<file path="config.mk">
export PLATFORM = sky130hd
export DESIGN_NAME = add_sub_arbiter
export DESIGN_NICKNAME = d
export VERILOG_FILES = /design/src/rtl/add_sub_arbiter.sv
export SDC_FILE = /design/constraint.sdc
export NUM_CORES = 1
export LEC_CHECK = 0
export CAP_MARGIN = 5
export CORE_MARGIN = 1
export CORE_UTILIZATION = 45
export DETAILED_ROUTE_END_ITERATION = 10
export GPL_TIMING_DRIVEN = 1
export PLACE_DENSITY = 0.93
export SLEW_MARGIN = 10
export SYNTH_ARGS = -nofsm -noshare
export SYNTH_HDL_FRONTEND = slang
export SYNTH_SLANG_ARGS = --single-unit
export TNS_END_PERCENT = 100
</file>
<file path="constraint.sdc">
create_clock -name clk_i -period 5.2 [get_ports clk_i]
set_input_delay 1.04 -clock clk_i [delete_from_list [all_inputs] [get_ports clk_i]]
set_output_delay 1.04 -clock clk_i [all_outputs]
set_load 0.02 [all_outputs]
</file>
<file path="src/rtl/add_sub_arbiter.sv">
// Round-robin arbiter sharing one 32-bit iadder between NUM_REQ valid/ready requesters.
// Optional ADD_SUB_ARB_PERF_EN adds perf_ops/perf_ovf response counters.

module iadder (
    input  logic [31:0] a,
    input  logic [31:0] b,
    input  logic        add_sub,
    input  logic        carry_in,
    output logic [31:0] sum_dif,
    output logic        c,
    output logic        v
);
    logic [31:0] b_eff;

    // Subtract is a + ~b + carry_in; the caller forces carry_in to 1 for subtracts.
    always_comb begin
        b_eff        = add_sub ? ~b : b;
        {c, sum_dif} = {1'b0, a} + {1'b0, b_eff} + {32'b0, carry_in};
        v            = (a[31] == b_eff[31]) && (sum_dif[31] != a[31]);
    end
endmodule

module add_sub_arbiter #(
    parameter int unsigned NUM_REQ = 4,
    parameter int unsigned ID_W    = 2
) (
    input  logic                  clk_i,
    input  logic                  rst_ni,
    input  logic [NUM_REQ-1:0]    req_valid,
    output logic [NUM_REQ-1:0]    req_ready,
    input  logic [NUM_REQ*32-1:0] req_a,
    input  logic [NUM_REQ*32-1:0] req_b,
    input  logic [NUM_REQ-1:0]    req_add_sub,
    input  logic [NUM_REQ-1:0]    req_carry_in,
    output logic                  rsp_valid,
    input  logic                  rsp_ready,
    output logic [ID_W-1:0]       rsp_id,
    output logic [31:0]           rsp_sum_dif,
    output logic                  rsp_c,
    output logic                  rsp_v
`ifdef ADD_SUB_ARB_PERF_EN
    ,
    output logic [31:0]           perf_ops,
    output logic [31:0]           perf_ovf
`endif
);
    typedef enum logic [1:0] {StIdle, StExec, StResp} state_e;

    state_e          state_q;
    logic [ID_W-1:0] rr_ptr_q;
    logic [31:0]     a_q;
    logic [31:0]     b_q;
    logic            add_sub_q;
    logic            cin_q;
    logic [ID_W-1:0] id_q;

    logic            grant_en;
    logic            found;
    logic            grant;
    logic [ID_W-1:0] grant_idx;
    logic [ID_W-1:0] next_ptr;
    logic            grant_cin;
    int              idx;

    logic [31:0]     add_sum_dif;
    logic            add_c;
    logic            add_v;

    iadder u_iadder (
        .a        (a_q),
        .b        (b_q),
        .add_sub  (add_sub_q),
        .carry_in (cin_q),
        .sum_dif  (add_sum_dif),
        .c        (add_c),
        .v        (add_v)
    );

    // Search from rr_ptr upward with wrap; the first valid requester wins.
    always_comb begin
        grant_en  = (state_q == StIdle) || ((state_q == StResp) && rsp_ready);
        found     = 1'b0;
        grant_idx = '0;
        idx       = 0;
        for (int k = 0; k < int'(NUM_REQ); k++) begin
            idx = int'(rr_ptr_q) + k;
            if (idx >= int'(NUM_REQ)) begin
                idx = idx - int'(NUM_REQ);
            end
            if (!found && req_valid[idx]) begin
                found     = 1'b1;
                grant_idx = ID_W'(idx);
            end
        end
        grant     = grant_en && found;
        req_ready = '0;
        if (grant) begin
            req_ready[grant_idx] = 1'b1;
        end
        next_ptr  = (grant_idx == ID_W'(NUM_REQ - 1)) ? '0 : grant_idx + 1'b1;
        grant_cin = req_add_sub[grant_idx] ? 1'b1 : req_carry_in[grant_idx];
    end

    always_ff @(posedge clk_i) begin
        if (!rst_ni) begin
            state_q     <= StIdle;
            rr_ptr_q    <= '0;
            a_q         <= '0;
            b_q         <= '0;
            add_sub_q   <= 1'b0;
            cin_q       <= 1'b0;
            id_q        <= '0;
            rsp_valid   <= 1'b0;
            rsp_id      <= '0;
            rsp_sum_dif <= '0;
            rsp_c       <= 1'b0;
            rsp_v       <= 1'b0;
`ifdef ADD_SUB_ARB_PERF_EN
            perf_ops    <= '0;
            perf_ovf    <= '0;
`endif
        end else begin
            if (grant) begin
                a_q       <= req_a[32*grant_idx +: 32];
                b_q       <= req_b[32*grant_idx +: 32];
                add_sub_q <= req_add_sub[grant_idx];
                cin_q     <= grant_cin;
                id_q      <= grant_idx;
                rr_ptr_q  <= next_ptr;
            end
            unique case (state_q)
                StIdle: begin
                    if (grant) begin
                        state_q <= StExec;
                    end
                end
                StExec: begin
                    rsp_sum_dif <= add_sum_dif;
                    rsp_c       <= add_c;
                    rsp_v       <= add_v;
                    rsp_id      <= id_q;
                    rsp_valid   <= 1'b1;
                    state_q     <= StResp;
                end
                StResp: begin
                    if (rsp_ready) begin
                        rsp_valid <= 1'b0;
                        state_q   <= grant ? StExec : StIdle;
`ifdef ADD_SUB_ARB_PERF_EN
                        perf_ops  <= perf_ops + 32'd1;
                        if (rsp_v) begin
                            perf_ovf <= perf_ovf + 32'd1;
                        end
`endif
                    end
                end
                default: state_q <= StIdle;
            endcase
        end
    end
endmodule

</file>
* Word-level counts from Yosys, hierarchy flattened *
Index checks and enable logic that the tools add are counted.

storage, ports and cells
  logic and storage cells = 97
  latch bits = 0
  output and inout port bits = 41
  bits in writable memories = 0
  memories = 0
  bits of input ports = 271
  register bits = 109
  bits in read-only memories = 0

operators by class
  reductions and logical operators = 15
  eq/ne operators = 7
  bitwise gates (word level) = 1
  multipliers = 0
  muxes and demuxes = 40
  order comparisons = 10
  shift-type cells = 2
  add/subtract/negate cells = 10
  div/mod/pow operators = 0

operators by type and width
  cell                                                                            count
  128-bit by 8-bit variable part select with 32-bit output                        2
  32-bit 2-to-1 mux                                                               5
  32-bit by 4-bit less-than comparator with 1-bit output (second input constant)  4
  32-bit by 32-bit adder with 33-bit output                                       1
  33-bit by 1-bit adder with 33-bit output                                        1
  32-bit inverter                                                                 1
  1-bit 2-to-1 mux                                                                18
  2-bit 2-to-1 mux                                                                7
  1-bit binary-select mux with 2-bit select                                       6
  3-bit by 3-bit subtractor with 4-bit output (second input constant)             3
  3-bit >= comparator (second input constant)                                     3
  1-bit logical AND                                                               7
  2-bit by 2-bit adder with 3-bit output (second input constant)                  2
  2-bit one-hot mux with 3 select lines                                           1
  2-bit == test (second input constant)                                           2
  4-bit 2-to-1 mux                                                                1
  2-bit inequality test (second input constant)                                   2
  2-bit AND reduction                                                             2
  2-bit by 3-bit subtractor with 4-bit output (second input constant)             1
  2-bit by 1-bit adder with 3-bit output (second input constant)                  1
  2-bit by 3-bit >= comparator with 1-bit output (second input constant)          1
  1-bit logical NOT                                                               3
  2-bit by 3-bit less-than comparator with 1-bit output (second input constant)   1
  2-bit by 1-bit adder with 2-bit output (second input constant)                  1
  other kinds (9)                                                                 9

* Logic depth before layout (Yosys ltp) *
  depth after elaboration = 20
  depth in mapped cells = 13
  mapped depth without buffers = 11

* By module *
From an unflattened synthesis, not the netlist that was laid out.

unflattened totals
  cell total of the unflattened synthesis = 1032
  area total of the unflattened synthesis = 8057.7 um^2

modules (own cells, without submodules)
  module           times used  cells each  area an instance (um^2)  sequential area each (um^2)
  add_sub_arbiter  1           735         5881.9                   2182.1
  iadder           1           297         2175.8                   0.0

* Least setup slack after synthesis *
OpenSTA, ideal clock, no wires.

  path type = input to output
  start = input req_valid[0]
  end = output req_ready[3]
  arrival time = 2599 ps
  setup slack = 1561 ps
  buffers on the path = 3
  stages = 10
  cell sequence = nor2b_1 a21oi_1 nor2_1 a211o_1 clkbuf_1 inv_2 buf_2 buf_4 ha_1 and2_1

between the ends
  longest elaborated chain between the ends = 18

RTL lines
  what                                                                                                                                                  line  source
  from (decl)                                                                                                                                           29    input logic [NUM_REQ-1:0] req_valid,
  1-bit binary-select mux with 2-bit select                                                                                                             90    if (!found && req_valid[idx]) begin
  1-bit 2-to-1 mux (implied by the code) (2 in series)                                                                                                  90
  1-bit 2-to-1 mux                                                                                                                                      90
  1-bit logical NOT                                                                                                                                     90
  1-bit logical AND                                                                                                                                     90
  1-bit 2-to-1 mux                                                                                                                                      90
  1-bit logical NOT                                                                                                                                     90
  1-bit logical AND                                                                                                                                     90
  (+2 left out)                                                                                                                                         -
  1-bit logical AND                                                                                                                                     90
  2-bit 2-to-1 mux (*)                                                                                                                                  90
  via grant_idx[0]                                                                                                                                      60    logic [ID_W-1:0] grant_idx;
  2-bit by 3-bit less-than comparator with 1-bit output (implied by the code) / 2-bit by 1-bit >= comparator with 1-bit output (equally long branches)  98    req_ready[grant_idx] = 1'b1;
  1-bit logical AND (implied by the code)                                                                                                               98
  1-bit 2-to-1 mux (implied by the code)                                                                                                                98
  1-bit demux with 2-bit select (*)                                                                                                                     98
  4-bit 2-to-1 mux (*)                                                                                                                                  97    if (grant) begin
  to (decl)                                                                                                                                             30    output logic [NUM_REQ-1:0] req_ready,

Mark *: on every way through the listed nets, which the timed path passes. The rest lies on a longest branch. The select of a mux whose other input is x is not followed.

* Final worst setup path *
  start = input req_valid[0]
  end = output req_ready[3]

between the ends
  longest elaborated chain between the ends = 18

RTL lines
  what                                                                                                                                                  line
  1-bit binary-select mux with 2-bit select                                                                                                             90
  1-bit 2-to-1 mux (implied by the code) (2 in series)                                                                                                  90
  1-bit 2-to-1 mux                                                                                                                                      90
  1-bit logical NOT                                                                                                                                     90
  1-bit logical AND                                                                                                                                     90
  1-bit 2-to-1 mux                                                                                                                                      90
  1-bit logical NOT                                                                                                                                     90
  1-bit logical AND                                                                                                                                     90
  1-bit 2-to-1 mux                                                                                                                                      90
  1-bit logical NOT                                                                                                                                     90
  1-bit logical AND                                                                                                                                     90
  2-bit 2-to-1 mux                                                                                                                                      90
  2-bit by 3-bit less-than comparator with 1-bit output (implied by the code) / 2-bit by 1-bit >= comparator with 1-bit output (equally long branches)  98
  1-bit logical AND (implied by the code)                                                                                                               98
  1-bit 2-to-1 mux (implied by the code)                                                                                                                98
  1-bit demux with 2-bit select                                                                                                                         98
  4-bit 2-to-1 mux (*)                                                                                                                                  97

Mark *: on every way between the ends. The rest lies on a longest branch, timed or not. The select of a mux whose other input is x is not followed.

==> run_summary.xml <==
<?xml version="1.0" encoding="UTF-8"?>
<metrics>
  <group name="synthesis">
    <metric name="yosysTopAreaCellShare" unit="">0.2796</metric>
    <metric name="predominant_post_synthesis_flop_cell" unit="">sky130_fd_sc_hd__dfxtp_1</metric>
    <metric name="synth-async-reset-ratio" unit="">0</metric>
    <metric name="yosysSeqAreaShare" unit="">0.2796</metric>
    <metric name="cells_after_synth" unit="">1044</metric>
    <metric name="synth-edff-count" unit="">0</metric>
    <metric name="synth.largest_area_cell" unit="">sky130_fd_sc_hd__dfxtp_1</metric>
    <metric name="synth.net_count" unit="">1352</metric>
    <metric name="synth.ff_latch_count" unit="">109</metric>
    <metric name="synth_area" unit="sq um">7804</metric>
    <metric name="synth.top_cells.by_area" unit="">sky130_fd_sc_hd__dfxtp_1, sky130_fd_sc_hd__nand2_1, sky130_fd_sc_hd__mux2i_1</metric>
    <metric name="post_synth.cell_area_avg" unit="sq um">7.475</metric>
    <metric name="synth.yosys.warnings" unit="">0</metric>
    <metric name="netlist-cell-type-count" unit="">64</metric>
  </group>
  <group name="cells_and_area">
    <metric name="final_common_cell" unit="">sky130_fd_sc_hd__clkdlybuf4s50_1</metric>
    <metric name="layout-drive-gt1-share" unit="">0.03574</metric>
    <metric name="diodes" unit="">0</metric>
    <metric name="synth_to_layout_area_growth" unit="%">44.88</metric>
    <metric name="fin_nets" unit="">1618</metric>
    <metric name="layout.cells.most_common_list" unit="">sky130_fd_sc_hd__clkdlybuf4s50_1, sky130_fd_sc_hd__nand2_1, sky130_fd_sc_hd__o21ai_0</metric>
  </group>
  <group name="grt">
    <metric name="number_of_global_route_vias_before_repair" unit="">8018</metric>
    <metric name="overflow" unit="">0</metric>
    <metric name="wire_length_of_the_first_global_routing_pass" unit="microns">40840</metric>
    <metric name="antenna_found_initial" unit="">0</metric>
    <metric name="global_route.usage.total" unit="">0.2899</metric>
    <metric name="maximum_number_of_pins_on_one_net_before_global_route_repair" unit="">115</metric>
  </group>
  <group name="sta">
    <metric name="timing_worst_slew_pin_value" unit="ps">750.7</metric>
    <metric name="rsz0062_at_grt" unit="">false</metric>
    <metric name="setup_viol_count_final" unit="">0</metric>
    <metric name="slew_headroom" unit="">0.4995</metric>
    <metric name="slew_violations" unit="">0</metric>
    <metric name="skew" unit="ps">7.711</metric>
    <metric name="worst_hold_slack" unit="ps">449.2</metric>
    <metric name="timing.final.hold_violations" unit="">0</metric>
    <metric name="fmax" unit="GHz">0.2239</metric>
    <metric name="final_min_period_over_clock_period" unit="">0.8590</metric>
    <metric name="layout_min_cycle_time" unit="ps">4467</metric>
    <metric name="setup_total_negative_slack" unit="ps">0</metric>
  </group>
  <group name="clock_tree">
    <metric name="ctsResizeCount" unit="">0</metric>
    <metric name="cts_hold_buffers" unit="">0</metric>
    <metric name="clk-insertion-delay-late" unit="ps">370</metric>
    <metric name="clock_path_buffers" unit="">2</metric>
    <metric name="cts.sink_count" unit="">109</metric>
    <metric name="cts.clk_slew.worst_paths" unit="ps">70</metric>
    <metric name="cts_tree" unit="">done</metric>
    <metric name="postCtsSetupBuffers" unit="">0</metric>
    <metric name="cts_buffers" unit="">9</metric>
    <metric name="cts_root_buf" unit="">sky130_fd_sc_hd__clkbuf_16</metric>
    <metric name="h_tree_depth_reported_by_cts" unit="">3</metric>
  </group>
  <group name="power_and_ir_drop">
    <metric name="power.total" unit="uW">3645</metric>
    <metric name="leakage" unit="uW">0.004757</metric>
    <metric name="p_per_area" unit="nW/um^2">322.4</metric>
    <metric name="vdd_ir_drop_max" unit="uV">240.8</metric>
  </group>
  <group name="run_status">
    <metric name="status" unit="">completed</metric>
  </group>
  <group name="route">
    <metric name="detailedRoute.firstIterationViolations" unit="">599</metric>
    <metric name="route.antenna.remaining_nets" unit="">0</metric>
    <metric name="detail_route.wirelength" unit="microns">25670</metric>
    <metric name="post_drt_via_cell_ratio" unit="">5.489</metric>
    <metric name="residual_drc" unit="">0</metric>
    <metric name="route.vias.total" unit="">8425</metric>
    <metric name="drtPass1Iterations" unit="">5</metric>
    <metric name="routed_wire_length_per_instance" unit="microns">16.72</metric>
  </group>
  <group name="floorplan">
    <metric name="floorplan.initialDensity" unit="">0.4656</metric>
    <metric name="boundaryPins" unit="">312</metric>
    <metric name="core_area" unit="sq um">16760</metric>
    <metric name="fp.dieH" unit="microns">133.7</metric>
    <metric name="die-width" unit="microns">133.7</metric>
    <metric name="fp.dieArea" unit="sq um">17870</metric>
    <metric name="placement_rows" unit="">47</metric>
  </group>
  <group name="setup_path">
    <metric name="critical_path.reg2reg.endpoint" unit="">rsp_sum_dif[30]</metric>
    <metric name="crit_path_frequent_cell" unit="">sky130_fd_sc_hd__clkdlybuf4s50_1</metric>
    <metric name="critPathKind" unit="">input port to output port</metric>
    <metric name="ff2ff_setup_slack" unit="ps">1670</metric>
    <metric name="cp.arrival" unit="ps">3430</metric>
    <metric name="critPathCapture" unit="">req_ready[3]</metric>
    <metric name="worstSetupStartpoint" unit="">req_valid[0]</metric>
    <metric name="critical_path_required" unit="ps">4160</metric>
    <metric name="critical_path_peak_fanout" unit="">22</metric>
    <metric name="critPathSlowestCell" unit="">sky130_fd_sc_hd__clkdlybuf4s50_1</metric>
    <metric name="launch_instance_of_the_worst_register_to_register_path" unit="">add_sub_q</metric>
    <metric name="worst_path_largest_cell_delay" unit="ps">610</metric>
    <metric name="worst-r2r-cell-count" unit="">12</metric>
    <metric name="ordered_cell_list_for_the_critical_path" unit="">clkdlybuf4s50_1 -&gt; nor2b_1 -&gt; a21oi_1 -&gt; nor2_1 -&gt; a211o_1 -&gt; inv_6 -&gt; ha_1 -&gt; and2_1 -&gt; clkdlybuf4s50_1</metric>
    <metric name="worst_setup_path_end_kind" unit="">output port</metric>
    <metric name="worstSetupStartpointType" unit="">input port</metric>
  </group>
  <group name="placement">
    <metric name="gp_congestion" unit="">0.9298</metric>
    <metric name="dp_hpwl" unit="microns">20480</metric>
    <metric name="port_buffer_cells" unit="">311</metric>
  </group>
  <group name="flow_run">
    <metric name="cap_viol_max_count" unit="">0</metric>
  </group>
  <group name="min_path">
    <metric name="timing.hold.worst.class" unit="">register to register</metric>
  </group>
</metrics>
-- synthesized netlist by cell type, types with 9 or more instances --
library cell	n
sky130_fd_sc_hd__a21boi_0	26
sky130_fd_sc_hd__a21o_1	12
sky130_fd_sc_hd__a21oi_1	29
sky130_fd_sc_hd__and2_1	21
sky130_fd_sc_hd__buf_2	11
sky130_fd_sc_hd__clkbuf_1	45
sky130_fd_sc_hd__dfxtp_1	109
sky130_fd_sc_hd__ha_1	35
sky130_fd_sc_hd__inv_1	15
sky130_fd_sc_hd__mux2i_1	85
sky130_fd_sc_hd__nand2_1	263
sky130_fd_sc_hd__nand3_1	80
sky130_fd_sc_hd__nor2_1	12
sky130_fd_sc_hd__o21ai_0	120
sky130_fd_sc_hd__o21ai_1	9
sky130_fd_sc_hd__xnor2_1	14
sky130_fd_sc_hd__xor2_1	45
-- power by group --
group          switching [uW]  total [uW]  leakage [uW]  internal, uW
logic                    1030        1860       0.00371           832
clock network             351         695      0.000149           344
registers                 106        1090      0.000898           980
total                    1490        3640       0.00476          2160
-- critical path, delay by kind of cell --
| kind | cells | cell delay, ps |
|---|---|---|
| adders and majority gates | 1 | 210 |
| and+or+nand+nor | 3 | 350 |
| buffers and inverters | 3 | 1290 |
| AOI/OAI and AO/OA | 2 | 530 |
-- registers in the layout, indices dropped and copies added, names as in the netlist --
register,count
rsp_v,1
rr_ptr_q,2
b_q,32
id_q,2
rsp_id,2
cin_q,1
state_q,2
rsp_c,1
a_q,32
rsp_valid,1
rsp_sum_dif,32
add_sub_q,1
-- layout make-up --
type / instances / area [sq um]
inverters: 16 / 65.06
flip-flops and latches: 109 / 2183
well taps: 220 / 275.3
fillers: 1345 / 5454
multi-input cells: 849 / 5255
clock buffers: 9 / 225.2
repair buffers: 325 / 3226
clock inverters: 7 / 76.32
-- stage by stage --
| step | util | instances | worst slack (ps) | area [sq um] |
|---|---|---|---|---|
| detailed placement | 0.6566 | 1519 | 764.2 | 11000 |
| finish | 0.6746 | 1535 | 733.1 | 11310 |
| global route | 0.6746 | 1535 | 637.4 | 11310 |
| global placement | 0.6566 | 1519 | 794.2 | 11000 |
| floorplan | - | 1044 | 1561 | 7804 |
| CTS | 0.6746 | 1535 | 743.8 | 11310 |
-- metal layers --
layer / track usage / share of wire
met1: 0.3753 / 0.44
met2: 0.4887 / 0.48
met3: 0.04338 / 0.052
met4: 0.1016 / 0.025
met5: 0 / 0
-- worst min path at each step --
stage | startpoint | endpoint | slack [ps] | cells past startpoint
detailed placement | rsp_sum_dif[27] | rsp_sum_dif[27] | 450 | 2
global route | rsp_sum_dif[27] | rsp_sum_dif[27] | 480 | 2
floorplan | state_q[1] | rsp_valid | 430 | 1
finish | rsp_sum_dif[27] | rsp_sum_dif[27] | 450 | 2
global placement | rsp_sum_dif[27] | rsp_sum_dif[27] | 440 | 2
CTS | rsp_sum_dif[27] | rsp_sum_dif[27] | 460 | 2
-- cells by family after synthesis --
kind of cell / share of synthesized area
and+or+nand+nor: 0.2312
AOI/OAI and AO/OA: 0.2033
DFF: 0.2796
buffers and inverters: 0.04938
muxes: 0.1090
xor gates and xnor gates: 0.06622
adders and majority gates: 0.06125
Power figures use the tool's default switching activity.
